**src/rtl/mips_seq_divider_pkg.sv**
```systemverilog
// Shared definitions for the sequential MIPS divider: FSM encoding,
// default operand width and the CLA group-propagate/generate helper.
package mips_seq_divider_pkg;

  localparam int DIV_WIDTH_DEF = 32;
  localparam int CLA_CELL_W    = 4;

  typedef enum logic [1:0] {
    S_IDLE = 2'd0,
    S_CALC = 2'd1,
    S_FIX  = 2'd2,
    S_DONE = 2'd3
  } div_state_e;

  // Group {G, P} of one 4-bit lookahead cell from its bit-level g/p.
  function automatic logic [1:0] cla4_gp(input logic [3:0] g, input logic [3:0] p);
    logic gg;
    logic pg;
    gg = g[3] | (p[3] & g[2]) | (p[3] & p[2] & g[1]) | (p[3] & p[2] & p[1] & g[0]);
    pg = &p;
    return {gg, pg};
  endfunction

endpackage

```
**src/rtl/mips_seq_divider_cla_sub_nbit.sv**
```systemverilog
// N-bit subtractor A - B = A + ~B + 1 built from 4-bit CLA cells with
// group P/G lookahead between cells; bits beyond the last full cell
// ripple as 1-bit stages. NoBorrow is the final carry-out.

// One 4-bit lookahead cell. Group G/P depend only on the operands, so the
// group-carry network never loops back through the cell's carry-in.
module cla4_cell
  import mips_seq_divider_pkg::*;
(
  input  logic [3:0] a,
  input  logic [3:0] b_n,
  input  logic       ci,
  output logic [3:0] sum,
  output logic       grp_g,
  output logic       grp_p
);
  logic [3:0] p;
  logic [3:0] g;
  logic [3:0] c;

  assign p = a ^ b_n;
  assign g = a & b_n;

  assign c[0] = ci;
  assign c[1] = g[0] | (p[0] & ci);
  assign c[2] = g[1] | (p[1] & g[0]) | (p[1] & p[0] & ci);
  assign c[3] = g[2] | (p[2] & g[1]) | (p[2] & p[1] & g[0]) | (p[2] & p[1] & p[0] & ci);

  assign sum = p ^ c;
  assign {grp_g, grp_p} = cla4_gp(g, p);
endmodule

module cla_sub_nbit
  import mips_seq_divider_pkg::*;
#(
  parameter int N = DIV_WIDTH_DEF + 1
) (
  input  logic [N-1:0] A,
  input  logic [N-1:0] B,
  output logic [N-1:0] Diff,
  output logic         NoBorrow
);
  localparam int NC = N / CLA_CELL_W;
  localparam int NR = N - NC * CLA_CELL_W;

  logic [N-1:0]            b_n;
  logic [NC-1:0]           grp_g;
  logic [NC-1:0]           grp_p;
  logic [NC:0]             grp_c;
  logic [CLA_CELL_W*NC-1:0] cell_sum;

  assign b_n = ~B;

  // Group carry chain: carry-in of 1 supplies the +1 of two's complement.
  always_comb begin
    logic c;
    c        = 1'b1;
    grp_c[0] = c;
    for (int i = 0; i < NC; i++) begin
      c          = grp_g[i] | (grp_p[i] & c);
      grp_c[i+1] = c;
    end
  end

  for (genvar i = 0; i < NC; i++) begin : g_cell
    cla4_cell u_cell (
      .a     (A[CLA_CELL_W*i +: CLA_CELL_W]),
      .b_n   (b_n[CLA_CELL_W*i +: CLA_CELL_W]),
      .ci    (grp_c[i]),
      .sum   (cell_sum[CLA_CELL_W*i +: CLA_CELL_W]),
      .grp_g (grp_g[i]),
      .grp_p (grp_p[i])
    );
  end

  if (NR > 0) begin : g_tail
    logic [NR-1:0] tail_sum;
    logic          tail_c;

    // Leftover top bits ripple off the last group carry.
    always_comb begin
      logic c;
      c = grp_c[NC];
      for (int j = 0; j < NR; j++) begin
        tail_sum[j] = A[CLA_CELL_W*NC+j] ^ b_n[CLA_CELL_W*NC+j] ^ c;
        c = (A[CLA_CELL_W*NC+j] & b_n[CLA_CELL_W*NC+j]) |
            ((A[CLA_CELL_W*NC+j] ^ b_n[CLA_CELL_W*NC+j]) & c);
      end
      tail_c = c;
    end

    assign Diff     = {tail_sum, cell_sum};
    assign NoBorrow = tail_c;
  end else begin : g_no_tail
    assign Diff     = cell_sum;
    assign NoBorrow = grp_c[NC];
  end
endmodule

```
**src/rtl/mips_seq_divider.sv**
```systemverilog
// Restoring sequential divider for DIV/DIVU. One quotient bit per clock,
// operands reduced to magnitudes at capture, sign correction and the
// divide-by-zero override applied in a single FIX cycle.
module mips_seq_divider
  import mips_seq_divider_pkg::*;
#(
  parameter int WIDTH = DIV_WIDTH_DEF
) (
  input  logic             CLK,
  input  logic             RSTn,
  input  logic             Start,
  input  logic             Signed,
  input  logic [WIDTH-1:0] Dividend,
  input  logic [WIDTH-1:0] Divisor,
  output logic             Busy,
  output logic             Done,
  output logic [WIDTH-1:0] Quotient,
  output logic [WIDTH-1:0] Remainder,
  output logic             DivZero
);
  localparam int CW = $clog2(WIDTH);

  div_state_e       state_q, state_d;
  logic [CW-1:0]    cnt_q, cnt_d;
  // The settled partial remainder is always below |Divisor|, so it fits
  // WIDTH bits; the extra bit exists only in the shifted trial value.
  logic [WIDTH-1:0] rem_q, rem_d;
  logic [WIDTH-1:0] quo_q, quo_d;
  logic [WIDTH-1:0] dmag_q, dmag_d;
  logic             negq_q, negq_d;
  logic             negr_q, negr_d;
  logic             dz_q, dz_d;
  logic [WIDTH-1:0] out_quo_q, out_quo_d;
  logic [WIDTH-1:0] out_rem_q, out_rem_d;
  logic             out_dz_q, out_dz_d;

  logic [WIDTH:0]   r_sh;
  logic [WIDTH:0]   trial;
  logic             no_borrow;
  logic             trial_msb_unused;

  // Shifted partial remainder pulls in the next dividend bit from Q's MSB.
  assign r_sh = {rem_q, quo_q[WIDTH-1]};

  cla_sub_nbit #(.N(WIDTH + 1)) u_sub (
    .A        (r_sh),
    .B        ({1'b0, dmag_q}),
    .Diff     (trial),
    .NoBorrow (no_borrow)
  );

  // Whenever the trial is kept there was no borrow, so its MSB is zero.
  assign trial_msb_unused = trial[WIDTH];

  // Next-state, datapath and result-register update.
  always_comb begin
    state_d   = state_q;
    cnt_d     = cnt_q;
    rem_d     = rem_q;
    quo_d     = quo_q;
    dmag_d    = dmag_q;
    negq_d    = negq_q;
    negr_d    = negr_q;
    dz_d      = dz_q;
    out_quo_d = out_quo_q;
    out_rem_d = out_rem_q;
    out_dz_d  = out_dz_q;

    case (state_q)
      S_IDLE, S_DONE: begin
        if (Start) begin
          state_d = S_CALC;
          cnt_d   = CW'(WIDTH - 1);
          rem_d   = '0;
          // Magnitudes: the most negative value negates onto itself,
          // which reads correctly as 2^(WIDTH-1) unsigned.
          quo_d   = (Signed && Dividend[WIDTH-1]) ? -Dividend : Dividend;
          dmag_d  = (Signed && Divisor[WIDTH-1])  ? -Divisor  : Divisor;
          negq_d  = Signed & (Dividend[WIDTH-1] ^ Divisor[WIDTH-1]);
          negr_d  = Signed & Dividend[WIDTH-1];
          dz_d    = (Divisor == '0);
        end else begin
          state_d = S_IDLE;
        end
      end
      S_CALC: begin
        quo_d = {quo_q[WIDTH-2:0], no_borrow};
        rem_d = no_borrow ? trial[WIDTH-1:0] : r_sh[WIDTH-1:0];
        if (cnt_q == '0) state_d = S_FIX;
        else             cnt_d   = cnt_q - CW'(1);
      end
      S_FIX: begin
        // With a zero divisor every trial succeeds, leaving Q all ones and
        // R = |Dividend|; the sign fix then restores the captured dividend.
        out_quo_d = dz_q ? '1 : (negq_q ? -quo_q : quo_q);
        out_rem_d = negr_q ? -rem_q : rem_q;
        out_dz_d  = dz_q;
        state_d   = S_DONE;
      end
      default: state_d = S_IDLE;
    endcase
  end

  // State and datapath registers; reset discards any operation in flight.
  always_ff @(posedge CLK or negedge RSTn) begin
    if (!RSTn) begin
      state_q   <= S_IDLE;
      cnt_q     <= '0;
      rem_q     <= '0;
      quo_q     <= '0;
      dmag_q    <= '0;
      negq_q    <= 1'b0;
      negr_q    <= 1'b0;
      dz_q      <= 1'b0;
      out_quo_q <= '0;
      out_rem_q <= '0;
      out_dz_q  <= 1'b0;
    end else begin
      state_q   <= state_d;
      cnt_q     <= cnt_d;
      rem_q     <= rem_d;
      quo_q     <= quo_d;
      dmag_q    <= dmag_d;
      negq_q    <= negq_d;
      negr_q    <= negr_d;
      dz_q      <= dz_d;
      out_quo_q <= out_quo_d;
      out_rem_q <= out_rem_d;
      out_dz_q  <= out_dz_d;
    end
  end

  assign Busy      = (state_q == S_CALC) || (state_q == S_FIX);
  assign Done      = (state_q == S_DONE);
  assign Quotient  = out_quo_q;
  assign Remainder = out_rem_q;
  assign DivZero   = out_dz_q;

endmodule

```
**config.mk**
```make
export PLATFORM = sky130hd
export DESIGN_NAME = mips_seq_divider
export DESIGN_NICKNAME = d
export VERILOG_FILES = /design/src/rtl/mips_seq_divider_pkg.sv /design/src/rtl/mips_seq_divider_cla_sub_nbit.sv /design/src/rtl/mips_seq_divider.sv
export SDC_FILE = /design/constraint.sdc
export NUM_CORES = 1
export LEC_CHECK = 0
export ABC_CLOCK_PERIOD_IN_PS = 4200
export BUFFER_PORTS_ARGS = -buffer_cell sky130_fd_sc_hd__buf_2
export CAP_MARGIN = 0
export CORE_ASPECT_RATIO = 1.75
export CORE_MARGIN = 2
export CORE_UTILIZATION = 59
export CTS_CLUSTER_DIAMETER = 100
export DETAILED_ROUTE_END_ITERATION = 6
export HOLD_SLACK_MARGIN = 0.03
export PLACE_DENSITY_LB_ADDON = 0.05
export SYNTH_ARGS = -nofsm -noshare
export SYNTH_HDL_FRONTEND = slang
export SYNTH_SLANG_ARGS = --single-unit
```
**constraint.sdc**
```tcl
create_clock -name CLK -period 4.2 [get_ports CLK]
set_clock_uncertainty 0.15 [all_clocks]
set_input_delay 0.63 -clock CLK [delete_from_list [all_inputs] [get_ports CLK]]
set_output_delay 0.63 -clock CLK [all_outputs]
set_load 0.01 [all_outputs]
```
==> flow_metrics.env <==
export IMPL_status="complete, no violations"
export IMPL_synth_area_sq_um=10760
export IMPL_power_share_combinational=0.469
export IMPL_grtUsageTotal=0.2897
export IMPL_grt_pass1_vias=9056
export IMPL_arrival_ns=3.80
export IMPL_area_growth_pct=14.19
export IMPL_fmax_mhz=273.3
export IMPL_clockBufferDepth=2
export IMPL_antenna_left=0
export IMPL_port_buffer_count=134
export IMPL_slew_violations=0
export IMPL_synth_top_area_cell="dfrtp_1"
export IMPL_power_switching_w=0.003657
export IMPL_hold_buffers=0
export IMPL_r2r_slack_ns=0.54
export IMPL_num_rows=65
export IMPL_p_leak_nw=5.514
export IMPL_worstSetupPathType="flop to flop"
export IMPL_first_pass_iters=5
export IMPL_setup_viol=0
export IMPL_htreeDepth=4
export IMPL_max_slew_worst_pin_slew_ns=1.019
export IMPL_vias_per_cell=5.819
export IMPL_drc=0
export IMPL_fin_nets=1446
export IMPL_pwr_density_cell_nw_per_um2=693.0
export IMPL_num_vias=9170
export IMPL_ys_warn_count=0
export IMPL_postCtsSetupRepairBufs=0
export IMPL_rsz0062_at_grt="no"
export IMPL_post_place_ws_ns=0.3690
export IMPL_rr_endpoint="rem_q[2]"
export IMPL_synth_top_area_share=0.3977
export IMPL_cp_end_kind="flop"
export IMPL_fillCellCount=1529
export IMPL_netSwitchingFraction=0.4295
export IMPL_async_reset_ff_frac=1.000
export IMPL_synth_seq_cells=171
export IMPL_cts_resized=0
export IMPL_cp_start_kind="flop"
export IMPL_wirelength_um=27380
export IMPL_place_gp_congestion=0.9642
export IMPL_syn_nets=1336
export IMPL_synth_top_flop_cell="dfrtp_1"
export IMPL_yosys_top_cells_count="171 x dfrtp_1, 135 x o21ai_0, 133 x nand2_1, 100 x a21oi_1, 95 x nor2_1"
export IMPL_synth_edff_count=0
export IMPL_critPathMaxFanout=21
export IMPL_setup_ws_ns=0.5415
export IMPL_cts_tree="built"
export IMPL_die_x_um=106.1
export IMPL_overflow=0
export IMPL_antenna_found_initial=0
export IMPL_timing_final_crit_share=0.8711
export IMPL_grt_pass1_wl_um=43990
export IMPL_dp_hpwl_um=20400
export IMPL_layout_drive_gt1_share=0.1505
export IMPL_max_vdd_ir_drop_mv=0.4562
export IMPL_clkSlewWorstSetupHoldPaths_ns=0.06
export IMPL_clk_latency_ns=0.43
export IMPL_hold_viol_final=0
export IMPL_pwr_share_seq=0.343
export IMPL_multiInputGateArea_sq_um=6045
export IMPL_min_path_type="input port to asynchronous set/reset pin"
export IMPL_syn_instance_count=1219
export IMPL_synth_cell_type_count=62
export IMPL_io_pins=135
export IMPL_start_util=0.5987
export IMPL_synth_avg_cell_area_sq_um=8.827
export IMPL_die_h_um=182.7
export IMPL_cts_sink_count=171
export IMPL_dieArea_sq_um=19380
export IMPL_cts_root_buf="clkbuf_16"
export IMPL_r2r_start="rem_q[4]"
export IMPL_synth_most_common_cell="dfrtp_1"
export IMPL_core_sq_um=17970
export IMPL_diodes=0
export IMPL_drtIter0Drc=328
export IMPL_cts_buffers=17
export IMPL_p_clk_frac=0.188
export IMPL_worstPathRequired_ns=4.34
export IMPL_ys_seq_area_frac=0.3977
export IMPL_drv_cap=0
export IMPL_relSlewSlack=0.3204
export IMPL_wl_per_cell_um=17.38
export IMPL_grt_max_degree=91
export IMPL_intPower_w=0.004858
export IMPL_layout_min_cycle_time_ns=3.659
export IMPL_r2r_worst_path_cells=11
export IMPL_seqCellArea_sq_um=4279
export IMPL_timing_setup_tns_ns=0
export IMPL_synth_area_leaders="dfrtp_1 40%, o21ai_0 6.3%, xor2_1 6.1%"
## sequential cells by signal, indices dropped and copies added (netlist names)
signal     flops
Remainder     32
negr_q         1
cnt_q          5
negq_q         1
Quotient      32
dmag_q        32
quo_q         32
DivZero        1
state_q        2
dz_q           1
rem_q         32
## metal layers
layer  up-vias  routed length [um]  global-route usage
met5         -                   0                   0
met4         0                1354              0.1563
met3        60                 662             0.03571
met2       190               15240              0.5492
met1      4398               10120              0.3058
li1       4522                   -                   -
## worst max-delay path: stages, from the launching register on
cell and delay [ns]:
dfrtp_1 0.47, ha_1 0.41, a211oi_1 0.33, o21bai_1 0.14, a32oi_1 0.30, a211oi_1 0.16
buf_4 0.17, o21ai_0 0.29, a31oi_1 0.20, a31o_2 0.37, buf_12 0.19, o311ai_0 0.32
## area by class of cell
cell class              count  share of cell area
flip-flops and latches    171              0.3483
well taps                 234             0.02383
repair buffers            152             0.06813
inverters                  62             0.01894
multi-input cells         925              0.4920
clock buffers              23             0.03971
clock inverters             9            0.009165
## stage by stage
stage | hold slack [ns] | std cells | total power, W | utilization | instance area, sq um
6_report | 0.1247 | 1576 | 0.008515 | 0.6836 | 12290
5_1_grt | 0.1913 | 1576 | 0.009179 | 0.6836 | 12290
4_1_cts | 0.1598 | 1576 | 0.008553 | 0.6836 | 12290
3_5_place_dp | 0.3200 | 1544 | 0.006932 | 0.6502 | 11690
3_3_place_gp | 0.3139 | 1544 | 0.006824 | 0.6502 | 11690
2_1_floorplan | 0.1844 | 1219 | 0.005622 | - | 10760
## cells in the final DEF (no fill, tap or decap), types with 3 or more instances in the layout
cell	count
fa_1	7
a21oi_1	100
mux2i_1	32
a21o_1	9
and2_1	3
or2_2	5
nand4_1	8
nand3_1	14
nor2_1	95
or3_1	16
nand2_1	132
nor4_1	12
buf_2	133
a22o_1	6
o31ai_1	27
inv_1	62
mux2_2	3
o22a_1	31
clkbuf_16	17
a211oi_1	5
nand2b_1	8
dfrtp_1	171
o22ai_1	13
o21bai_1	5
xnor2_1	62
xor2_1	75
clkinv_4	4
nor3_1	13
clkbuf_8	4
o21ai_0	134
buf_4	16
o41ai_1	13
or4_1	15
a31oi_1	4
ha_1	40
## worst max-delay path by stage
stage	startpoint	end	slack [ns]	cells after the start
after floorplan	Dividend[8]	quo_q[25]	0.98	9
after global routing	quo_q[31]	rem_q[17]	0.33	13
after detailed placement	Dividend[0]	quo_q[24]	0.37	12
final	rem_q[4]	rem_q[2]	0.54	11
after global placement	Dividend[0]	quo_q[24]	0.46	12
after CTS	quo_q[31]	rem_q[6]	0.59	13
## logic make-up (layout without fill, tap and decap cells)
| logic type | Yosys count | in the layout | share of synthesized area |
|---|---|---|---|
| and+or+nand+nor | 337 | 337 | 0.1448 |
| xor gates and xnor gates | 137 | 137 | 0.1115 |
| buffers and inverters | 123 | 246 | 0.04326 |
| adders and majority gates | 49 | 49 | 0.06186 |
| AOI/OAI and AO/OA | 366 | 366 | 0.2066 |
| DFF | 171 | 171 | 0.3977 |
| muxes | 36 | 36 | 0.03430 |
## power groups by stage
stage | clock, W | combinational, W | sequential [W]
2_1_floorplan | 0 | 0.00272 | 0.00290
3_3_place_gp | 0 | 0.00390 | 0.00293
3_5_place_dp | 0 | 0.00399 | 0.00294
4_1_cts | 0.00162 | 0.00402 | 0.00292
5_1_grt | 0.00168 | 0.00449 | 0.00301
6_report | 0.00160 | 0.00400 | 0.00292
Power figures use the tool's default switching activity.
